### config.mk
export PLATFORM = sky130hd
export DESIGN_NAME = fpga_exunit
export DESIGN_NICKNAME = d
export VERILOG_FILES = /design/src/rtl/fpga_exunit.sv
export SDC_FILE = /design/constraint.sdc
export NUM_CORES = 1
export LEC_CHECK = 0
export ABC_AREA = 1
export CAP_MARGIN = 20
export CORE_ASPECT_RATIO = 0.7
export CORE_MARGIN = 1
export CORE_UTILIZATION = 63
export CTS_CLUSTER_DIAMETER = 30
export CTS_CLUSTER_SIZE = 8
export DETAILED_ROUTE_END_ITERATION = 16
export GPL_ROUTABILITY_DRIVEN = 1
export PLACE_DENSITY = 0.95
export SETUP_SLACK_MARGIN = 0.15
export SYNTH_ARGS = -nofsm -noshare
export SYNTH_HDL_FRONTEND = slang
export SYNTH_SLANG_ARGS = --single-unit
### constraint.sdc
create_clock -name clk -period 4.1 [get_ports clk]
set_clock_uncertainty 0.2 [all_clocks]
set_input_delay 0.82 -clock clk [delete_from_list [all_inputs] [get_ports clk]]
set_output_delay 0.82 -clock clk [all_outputs]
set_load 0.01 [all_outputs]
### src/rtl/fpga_exunit.sv
// fpga_exunit: execution unit fed by the FPGA-unit reservation station.
// Accepts one op per handshake, evaluates it over LATENCY cycles and
// broadcasts exrslt/exdst/kill_spec for exactly one cycle. Ops carrying a
// speculation tag are squashed on a matching mispredict and lose their
// spec bit on a matching correct prediction.
// Optional build macro FPGA_EXU_OUTREG_EN adds one output register stage on
// the broadcast bus (broadcast latency LATENCY+1, issue_ready timing unchanged).
module fpga_exunit #(
  parameter int LATENCY         = 4,
  parameter int DATA_LEN        = 32,
  parameter int RRF_SEL         = 6,
  parameter int SRC_A_SEL_WIDTH = 2,
  parameter int SRC_B_SEL_WIDTH = 2,
  parameter int FUNCT7_WIDTH    = 7,
  parameter int FUNCT3_WIDTH    = 3,
  parameter int SPECTAG_LEN     = 5
) (
  input  logic                       clk,
  input  logic                       reset,
  input  logic                       issue_valid,
  output logic                       issue_ready,
  input  logic [DATA_LEN-1:0]        ex_src1,
  input  logic [DATA_LEN-1:0]        ex_src2,
  input  logic [DATA_LEN-1:0]        imm,
  input  logic [RRF_SEL-1:0]         rrftag,
  input  logic                       dstval,
  input  logic [SRC_A_SEL_WIDTH-1:0] src_a,
  input  logic [SRC_B_SEL_WIDTH-1:0] src_b,
  input  logic [FUNCT7_WIDTH-1:0]    funct7,
  input  logic [FUNCT3_WIDTH-1:0]    funct3,
  input  logic [SPECTAG_LEN-1:0]     spectag,
  input  logic                       specbit,
  input  logic                       prmiss,
  input  logic                       prsuccess,
  input  logic [SPECTAG_LEN-1:0]     prtag,
  input  logic [SPECTAG_LEN-1:0]     specfixtag,
  output logic [DATA_LEN-1:0]        exrslt,
  output logic [RRF_SEL-1:0]         exdst,
  output logic                       kill_spec,
  output logic                       busy
);

  localparam int CNT_W = 5;
  localparam int POP_W = $clog2(DATA_LEN + 1);

  typedef enum logic [1:0] {
    IDLE = 2'd0,
    EXEC = 2'd1,
    WB   = 2'd2
  } state_t;

  state_t               state_reg, state_next;
  logic [CNT_W-1:0]     cnt_reg, cnt_next;

  logic [DATA_LEN-1:0]    result_reg;
  logic [RRF_SEL-1:0]     rrftag_reg;
  logic                   dstval_reg;
  logic [SPECTAG_LEN-1:0] spectag_reg;
  logic                   specbit_reg;

  logic [DATA_LEN-1:0]  wb_rslt_reg;
  logic [RRF_SEL-1:0]   wb_dst_reg;

  logic [DATA_LEN-1:0]        op_a, op_b;
  logic [4:0]                 shamt;
  logic [POP_W-1:0]           pop_cnt;
  logic signed [DATA_LEN-1:0] sra_out;
  logic [DATA_LEN-1:0]        alu_out;

  logic accept, new_kill, take_new, new_specbit;
  logic held_kill, held_specbit_next, kill_now;
  logic unused_funct7;

  // funct7 carries only the add/sub and shift-kind modifier in bit 5
  assign unused_funct7 = ^funct7;

  assign issue_ready = (state_reg == IDLE) | (state_reg == WB);
  assign busy        = (state_reg != IDLE);
  assign accept      = issue_valid & issue_ready;

  // An incoming op whose tag is being killed this cycle is dropped at the door
  assign new_kill    = prmiss & specbit & (|(spectag & specfixtag));
  assign take_new    = accept & ~new_kill;
  assign new_specbit = specbit & ~(~prmiss & prsuccess & (spectag == prtag));

  // The held op is squashed by a matching mispredict while in EXEC or WB
  assign held_kill         = prmiss & specbit_reg & (|(spectag_reg & specfixtag)) & (state_reg != IDLE);
  assign held_specbit_next = specbit_reg & ~(~prmiss & prsuccess & (spectag_reg == prtag));

  // Broadcast is valid only in WB, for an op that writes a register and survives
  assign kill_now = (state_reg != WB) | ~dstval_reg | held_kill;

  // Operand selection
  always_comb begin
    op_a  = (src_a == '0) ? ex_src1 : '0;
    op_b  = (src_b == '0) ? ex_src2 : imm;
    shamt = op_b[4:0];
  end

  assign sra_out = $signed(op_a) >>> shamt;

  // Population count of operand A
  always_comb begin
    pop_cnt = '0;
    for (int i = 0; i < DATA_LEN; i++) begin
      pop_cnt = pop_cnt + POP_W'(op_a[i]);
    end
  end

  // Single-cycle evaluation at issue; the result is then held until broadcast
  always_comb begin
    alu_out = '0;
    case (funct3)
      3'd0: alu_out = funct7[5] ? (op_a - op_b) : (op_a + op_b);
      3'd1: alu_out = op_a << shamt;
      3'd2: alu_out = {{(DATA_LEN-1){1'b0}}, ($signed(op_a) < $signed(op_b))};
      3'd3: alu_out = {{(DATA_LEN-1){1'b0}}, (op_a < op_b)};
      3'd4: alu_out = op_a ^ op_b;
      3'd5: alu_out = funct7[5] ? DATA_LEN'(sra_out) : (op_a >> shamt);
      3'd6: alu_out = op_a | op_b;
      3'd7: alu_out = DATA_LEN'(pop_cnt);
      default: alu_out = '0;
    endcase
  end

  // Next-state and latency-counter logic
  always_comb begin
    state_next = state_reg;
    cnt_next   = cnt_reg;
    case (state_reg)
      IDLE: begin
        if (take_new) begin
          if (LATENCY == 1) begin
            state_next = WB;
          end else begin
            state_next = EXEC;
            cnt_next   = CNT_W'(LATENCY - 1);
          end
        end
      end
      EXEC: begin
        if (held_kill) begin
          state_next = IDLE;
        end else if (cnt_reg == CNT_W'(1)) begin
          state_next = WB;
        end else begin
          cnt_next = cnt_reg - CNT_W'(1);
        end
      end
      WB: begin
        // A back-to-back issue replaces the op being broadcast
        if (take_new) begin
          if (LATENCY == 1) begin
            state_next = WB;
          end else begin
            state_next = EXEC;
            cnt_next   = CNT_W'(LATENCY - 1);
          end
        end else begin
          state_next = IDLE;
        end
      end
      default: state_next = IDLE;
    endcase
  end

  // FSM state and latency counter
  always_ff @(posedge clk or negedge reset) begin
    if (!reset) begin
      state_reg <= IDLE;
      cnt_reg   <= '0;
    end else begin
      state_reg <= state_next;
      cnt_reg   <= cnt_next;
    end
  end

  // Latch the op at accept; otherwise only the spec bit can change
  always_ff @(posedge clk or negedge reset) begin
    if (!reset) begin
      result_reg  <= '0;
      rrftag_reg  <= '0;
      dstval_reg  <= 1'b0;
      spectag_reg <= '0;
      specbit_reg <= 1'b0;
    end else if (take_new) begin
      result_reg  <= alu_out;
      rrftag_reg  <= rrftag;
      dstval_reg  <= dstval;
      spectag_reg <= spectag;
      specbit_reg <= new_specbit;
    end else begin
      specbit_reg <= held_specbit_next;
    end
  end

  // Load the broadcast data on entry to WB so it is valid during WB and held afterwards
  always_ff @(posedge clk or negedge reset) begin
    if (!reset) begin
      wb_rslt_reg <= '0;
      wb_dst_reg  <= '0;
    end else if (state_next == WB) begin
      wb_rslt_reg <= take_new ? alu_out : result_reg;
      wb_dst_reg  <= take_new ? rrftag  : rrftag_reg;
    end
  end

`ifdef FPGA_EXU_OUTREG_EN
  logic [DATA_LEN-1:0]    out_rslt_reg;
  logic [RRF_SEL-1:0]     out_dst_reg;
  logic                   out_kill_reg;
  logic [SPECTAG_LEN-1:0] out_spectag_reg;
  logic                   out_specbit_reg;

  // Extra output stage; carries the op's speculation state so it can still be killed
  always_ff @(posedge clk or negedge reset) begin
    if (!reset) begin
      out_rslt_reg    <= '0;
      out_dst_reg     <= '0;
      out_kill_reg    <= 1'b1;
      out_spectag_reg <= '0;
      out_specbit_reg <= 1'b0;
    end else begin
      out_rslt_reg    <= wb_rslt_reg;
      out_dst_reg     <= wb_dst_reg;
      out_kill_reg    <= kill_now;
      out_spectag_reg <= spectag_reg;
      out_specbit_reg <= held_specbit_next;
    end
  end

  assign exrslt    = out_rslt_reg;
  assign exdst     = out_dst_reg;
  assign kill_spec = out_kill_reg | (prmiss & out_specbit_reg & (|(out_spectag_reg & specfixtag)));
`else
  assign exrslt    = wb_rslt_reg;
  assign exdst     = wb_dst_reg;
  assign kill_spec = kill_now;
`endif

endmodule

==> flow_metrics.env, run 1 <==
export IMPL_status="stopped before the end"
export IMPL_lastStage="5_1_grt"
export IMPL_error_line="[ERROR GRT-0116] Global routing finished with congestion. Check the congestion regions in the DRC Viewer."
export IMPL_synthXorXnorAreaFrac_pct=0.605
export IMPL_netlist_instances=2529
export IMPL_clk_path_buf_depth=2
export IMPL_synth_top_family_by_area="simple AND/OR/NAND/NOR gates"
export IMPL_synth_nets=2798
export IMPL_start_util_pct=65.4
export IMPL_grt_pass1_wl_um=135000
export IMPL_synth_distinct_cells=53
export IMPL_fp_dieW_um=183
export IMPL_netlist_area_sq_um=14500
export IMPL_numCtsBuffers=9
export IMPL_h_tree_depth=3
export IMPL_ys_seq_elements=90
export IMPL_cts_hold_buf=0
export IMPL_ys_warnings_count=0
export IMPL_cts_root_buf="clkbuf_16"
export IMPL_grt_usage_pct=76.3
export IMPL_boundaryPins=179
export IMPL_grt_pass1_vias=24102
export IMPL_grt_start_max_net_pins=71
export IMPL_dp_cells=3190
export IMPL_synth_edf_count=0
export IMPL_die_h_um=129
export IMPL_synth_compound_area_share_pct=12.8
export IMPL_synth_seq_area_share_pct=15.6
export IMPL_yosys_area_share_adder_pct=12.7
export IMPL_grt_ovfl_total=5
export IMPL_syn_area_per_cell_sq_um=5.72
export IMPL_synthMuxAreaShare_pct=0.138
export IMPL_yosys_area_share_simple_pct=45.4
export IMPL_cts_sinks=90
export IMPL_routabilityCongestion=1.31
export IMPL_ys_flop_type="dfrtp_1"
export IMPL_place_ws_ns=-2.53
export IMPL_port_buffers=172
export IMPL_rows=45
export IMPL_dp_final_hpwl_um=53700
export IMPL_async_flop_share_pct=100
-- repair_timing --
action | CTS
gates cloned | 1
endpoints found under the hold margin | 0
resized for setup | 115
pin swaps | 85
buffers inserted | 36
endpoints found under the setup margin | 60
-- synthesized netlist by cell type, types with 26 or more instances --
cell	count	area share, %
inv_1	324	8.4
nand3_1	394	14
ha_1	105	9.1
nor2_1	165	4.3
o21ai_0	111	3.8
buf_2	41	1.4
nand2_1	817	21
clkbuf_1	46	1.2
nand4_1	35	1.5
a21oi_1	119	4.1
fa_1	26	3.6
dfrtp_1	90	16
-- per-layer routing --
metal  track usage, %  GRT overflow
met4             70.7             2
met2             89.9             3
met1             77.6             0
met5             43.0             0
met3             64.7             0
-- per-stage QoR --
step	hold WS [ns]	instance area [sq um]	util, %
after detailed placement	0.261	18400	83.2
after global placement	0.258	18400	83.2
after CTS	0.0859	19500	87.9
after floorplan	0.238	14600	-
-- logic make-up after synthesis --
family | after synthesis
AND/OR/NAND/NOR | 1517
buffers and inverters | 449
AO/OA/AOI/OAI | 330
adder cells (fa/ha/maj) | 131
flip-flops | 90
XOR/XNOR | 10
multiplexers | 2
==> run 2: changes to the inputs <==
==> config.mk (replaced) <==
export PLATFORM = sky130hd
export DESIGN_NAME = fpga_exunit
export DESIGN_NICKNAME = d
export VERILOG_FILES = /design/src/rtl/fpga_exunit.sv
export SDC_FILE = /design/constraint.sdc
export NUM_CORES = 1
export LEC_CHECK = 0
export ABC_AREA = 1
export CAP_MARGIN = 20
export CORE_MARGIN = 1
export CORE_UTILIZATION = 40
export DETAILED_ROUTE_END_ITERATION = 16
export GPL_ROUTABILITY_DRIVEN = 1
export PLACE_DENSITY_LB_ADDON = 0.15
export SYNTH_ARGS = -nofsm -noshare
export SYNTH_HDL_FRONTEND = slang
export SYNTH_SLANG_ARGS = --single-unit
==> run 2 against run 1 <==
Net effect:
- the flow now finishes, with violations (setup timing)
- synthesized cell count is the same
- synthesized area is the same
==> flow_metrics.env, run 2 <==
export IMPL_status="finished with violations"
export IMPL_violations="setup timing"
export IMPL_grt_usage_pct=38.7
export IMPL_hold_viol_final=0
export IMPL_ir_worst_vdd_mv=0.439
export IMPL_grt_start_max_net_pins=67
export IMPL_ys_seq_elements=90
export IMPL_critPathRequiredTime_ns=4.16
export IMPL_nFillCells=3676
export IMPL_synth_compound_area_share_pct=12.8
export IMPL_layout_common_cells="nand2_1, nand3_1, buf_4"
export IMPL_finalCritPeriodShare_pct=141
export IMPL_die_area_sq_um=37000
export IMPL_cpMaxStageDelayCell="fa_2"
export IMPL_cts_root_buf="clkbuf_16"
export IMPL_dp_cells=3390
export IMPL_critPathKind="in2reg"
export IMPL_regToRegSetupSlack_ns=1.82
export IMPL_p_leak_nw=10.6
export IMPL_cp_num_buf_inv=8
export IMPL_cp_start_kind="primary input"
export IMPL_synth_top_area_share_pct=21.2
export IMPL_slowest_delay_ns=0.60
export IMPL_fin_crit_ns=5.77
export IMPL_yosysMostFrequentCell="nand2_1"
export IMPL_netlist_top_cells_count="nand2_1, nand3_1, inv_1"
export IMPL_grt_pass1_vias=17802
export IMPL_yosys_area_share_adder_pct=12.7
export IMPL_num_antenna_cells=0
export IMPL_syn_area_per_cell_sq_um=5.72
export IMPL_port_buffers=172
export IMPL_synth_top_family_by_area="simple AND/OR/NAND/NOR gates"
export IMPL_antenna_left=0
export IMPL_ys_flop_type="dfrtp_1"
export IMPL_firstDrtPassIters=6
export IMPL_place_ws_ns=-2.49
export IMPL_h_tree_depth=3
export IMPL_synthTopCellsByArea="nand2_1, dfrtp_1, nand3_1, ha_1, inv_1"
export IMPL_worstSetupEndpointType="flip-flop"
export IMPL_path_cells="clkdlybuf4s50_1 -> inv_2 -> nor2_4 -> inv_2 -> fa_1 -> fa_2 -> fa_2 -> fa_2 -> fa_1 -> fa_1 -> inv_2 -> ha_4 -> inv_2 -> fa_2 -> inv_2 -> buf_4 -> or2_4 -> nand3_2 -> o2111ai_2 -> inv_1 -> nand3_2 -> nand3_2 -> nand2_1"
export IMPL_design_core_area_sq_um=35600
export IMPL_cp_common_cell="inv_2"
export IMPL_layout_setup_ws_ns=-1.67
export IMPL_rows=69
export IMPL_fp_dieW_um=192
export IMPL_viasPerCell=5.60
export IMPL_first_iter_violations=2418
export IMPL_drv_cap=0
export IMPL_synth_seq_area_share_pct=15.6
export IMPL_cp_data_arrival_time_ns=5.82
export IMPL_cts_sinks=90
export IMPL_synth_edf_count=0
export IMPL_boundaryPins=179
export IMPL_rsz0062_at_grt="yes"
export IMPL_dr_total_vias=19247
export IMPL_final_area_sq_um=20000
export IMPL_path_max_fanout=2
export IMPL_clk_path_buf_depth=2
export IMPL_netlist_instances=2529
export IMPL_wire_per_inst_um=21.0
export IMPL_synth_top_area_cell="nand2_1"
export IMPL_p_per_area_nw_per_um2=326
export IMPL_report_final_slew_viol_count=0
export IMPL_final_nets=3243
export IMPL_synthMuxAreaShare_pct=0.138
export IMPL_synthXorXnorAreaFrac_pct=0.605
export IMPL_antenna_found_initial=0
export IMPL_grt_ovfl_total=0
export IMPL_remaining_drc_errors=0
export IMPL_dp_final_hpwl_um=59300
export IMPL_drive_above_1_share_pct=20.4
export IMPL_routabilityCongestion=1.12
export IMPL_finalWirelength_um=72200
export IMPL_final_common_cell="nand2_1"
export IMPL_start_util_pct=40.7
export IMPL_worstHoldPathType="in2async"
export IMPL_netlist_area_sq_um=14500
export IMPL_crit_family="adder cells"
export IMPL_max_slew_margin_rel_pct=38.0
export IMPL_synth_distinct_cells=53
export IMPL_grt_pass1_wl_um=106000
export IMPL_fmax_mhz=173
export IMPL_async_flop_share_pct=100
export IMPL_synth_nets=2798
export IMPL_cts_tree="yes"
export IMPL_yosys_area_share_simple_pct=45.4
export IMPL_total_power_w=0.00654
export IMPL_clk_pin_slew_ns=0.08
export IMPL_setup_violations=12
export IMPL_ys_warnings_count=0
export IMPL_syn_to_final_growth_pct=38.4
export IMPL_final_cells=3440
export IMPL_worst_pin_slew_ns=0.923
export IMPL_numCtsBuffers=9
export IMPL_final_util_pct=56.3
export IMPL_die_h_um=192
export IMPL_placed_area_sq_um=18900
export IMPL_clock_latency_ns=0.35
## run 2: what timing repair did
| item | in CTS | in global routing |
|---|---|---|
| endpoints found under the hold margin | 0 | 0 |
| pin swaps | 48 | 48 |
| hold buffers | 0 | 0 |
| gates resized for setup | 98 | 84 |
| cloned | 1 | 1 |
| endpoints found under the setup margin | 35 | 63 |
| buffers inserted | 40 | 9 |
## run 2: per-stage QoR
stage          hold slack, ns  TNS (ns)
2_1_floorplan           0.238    -18.68
3_3_place_gp            0.256    -44.32
3_5_place_dp            0.262    -46.82
4_1_cts                 0.280    -18.72
5_1_grt                 0.286    -20.48
6_report                0.260    -18.14
## run 2: cell type report
type	instances	area, sq um	area share [%]
clock inverter	7	93.8	0.468
timing repair buffer	549	4700	23.5
tap	461	577	2.88
clock buffer	9	225	1.12
multi-input combinational	1990	10900	54.5
inverter	334	1260	6.31
sequential	90	2250	11.2
## run 2: path summary, 6_finish.rpt
kind,endpoint,startpoint,cells past startpoint
worst max-delay path,exrslt[2]$_DFFE_PN0N_,ex_src1[13],23
worst min-delay path,result_reg[20]$_DFF_PN0_,reset,1
worst max register to register,exrslt[5]$_DFFE_PN0N_,state_reg[0]$_DFF_PN0_,9
min in group clk,result_reg[20]$_DFF_PN0_,result_reg[20]$_DFF_PN0_,2
worst min register to register,result_reg[20]$_DFF_PN0_,result_reg[20]$_DFF_PN0_,2
max in group asynchronous,result_reg[5]$_DFF_PN0_,reset,2
## run 2: cells by family (layout without fill, tap and decap cells)
family	after synthesis	count (layout)
DFF	90	90
and+or+nand+nor	1517	1517
buffers and inverters	449	899
xor gates and xnor gates	10	10
muxes	2	2
adders and majority gates	131	131
AOI/OAI and AO/OA	330	330
## run 2: report_power, final
part / switching [W] / internal (W)
clock network: 0.000405 / 0.000490
registers: 0.000222 / 0.00131
logic: 0.00237 / 0.00175
total: 0.00299 / 0.00355
## run 2: metal layers
layer / share of wire, % / wire, um / up-vias / track usage, %
li1: - / - / 9026 / -
met1: 42 / 30300 / 8970 / 53.2
met2: 41 / 29800 / 1094 / 56.5
met3: 11 / 7780 / 157 / 7.91
met4: 6.0 / 4340 / 0 / 20.4
met5: 0 / 0 / - / 0
## run 2: worst reg2reg max path, stage by stage (launching register included)
cell and delay, ns:
dfrtp_1 0.40, inv_1 0.20, nand3_1 0.15, inv_2 0.34, buf_12 0.30, o21ai_0 0.26
inv_1 0.13, nand3_2 0.09, nand3_1 0.07, nand2_1 0.05
Note: power is estimated with default switching activity, not from simulation.
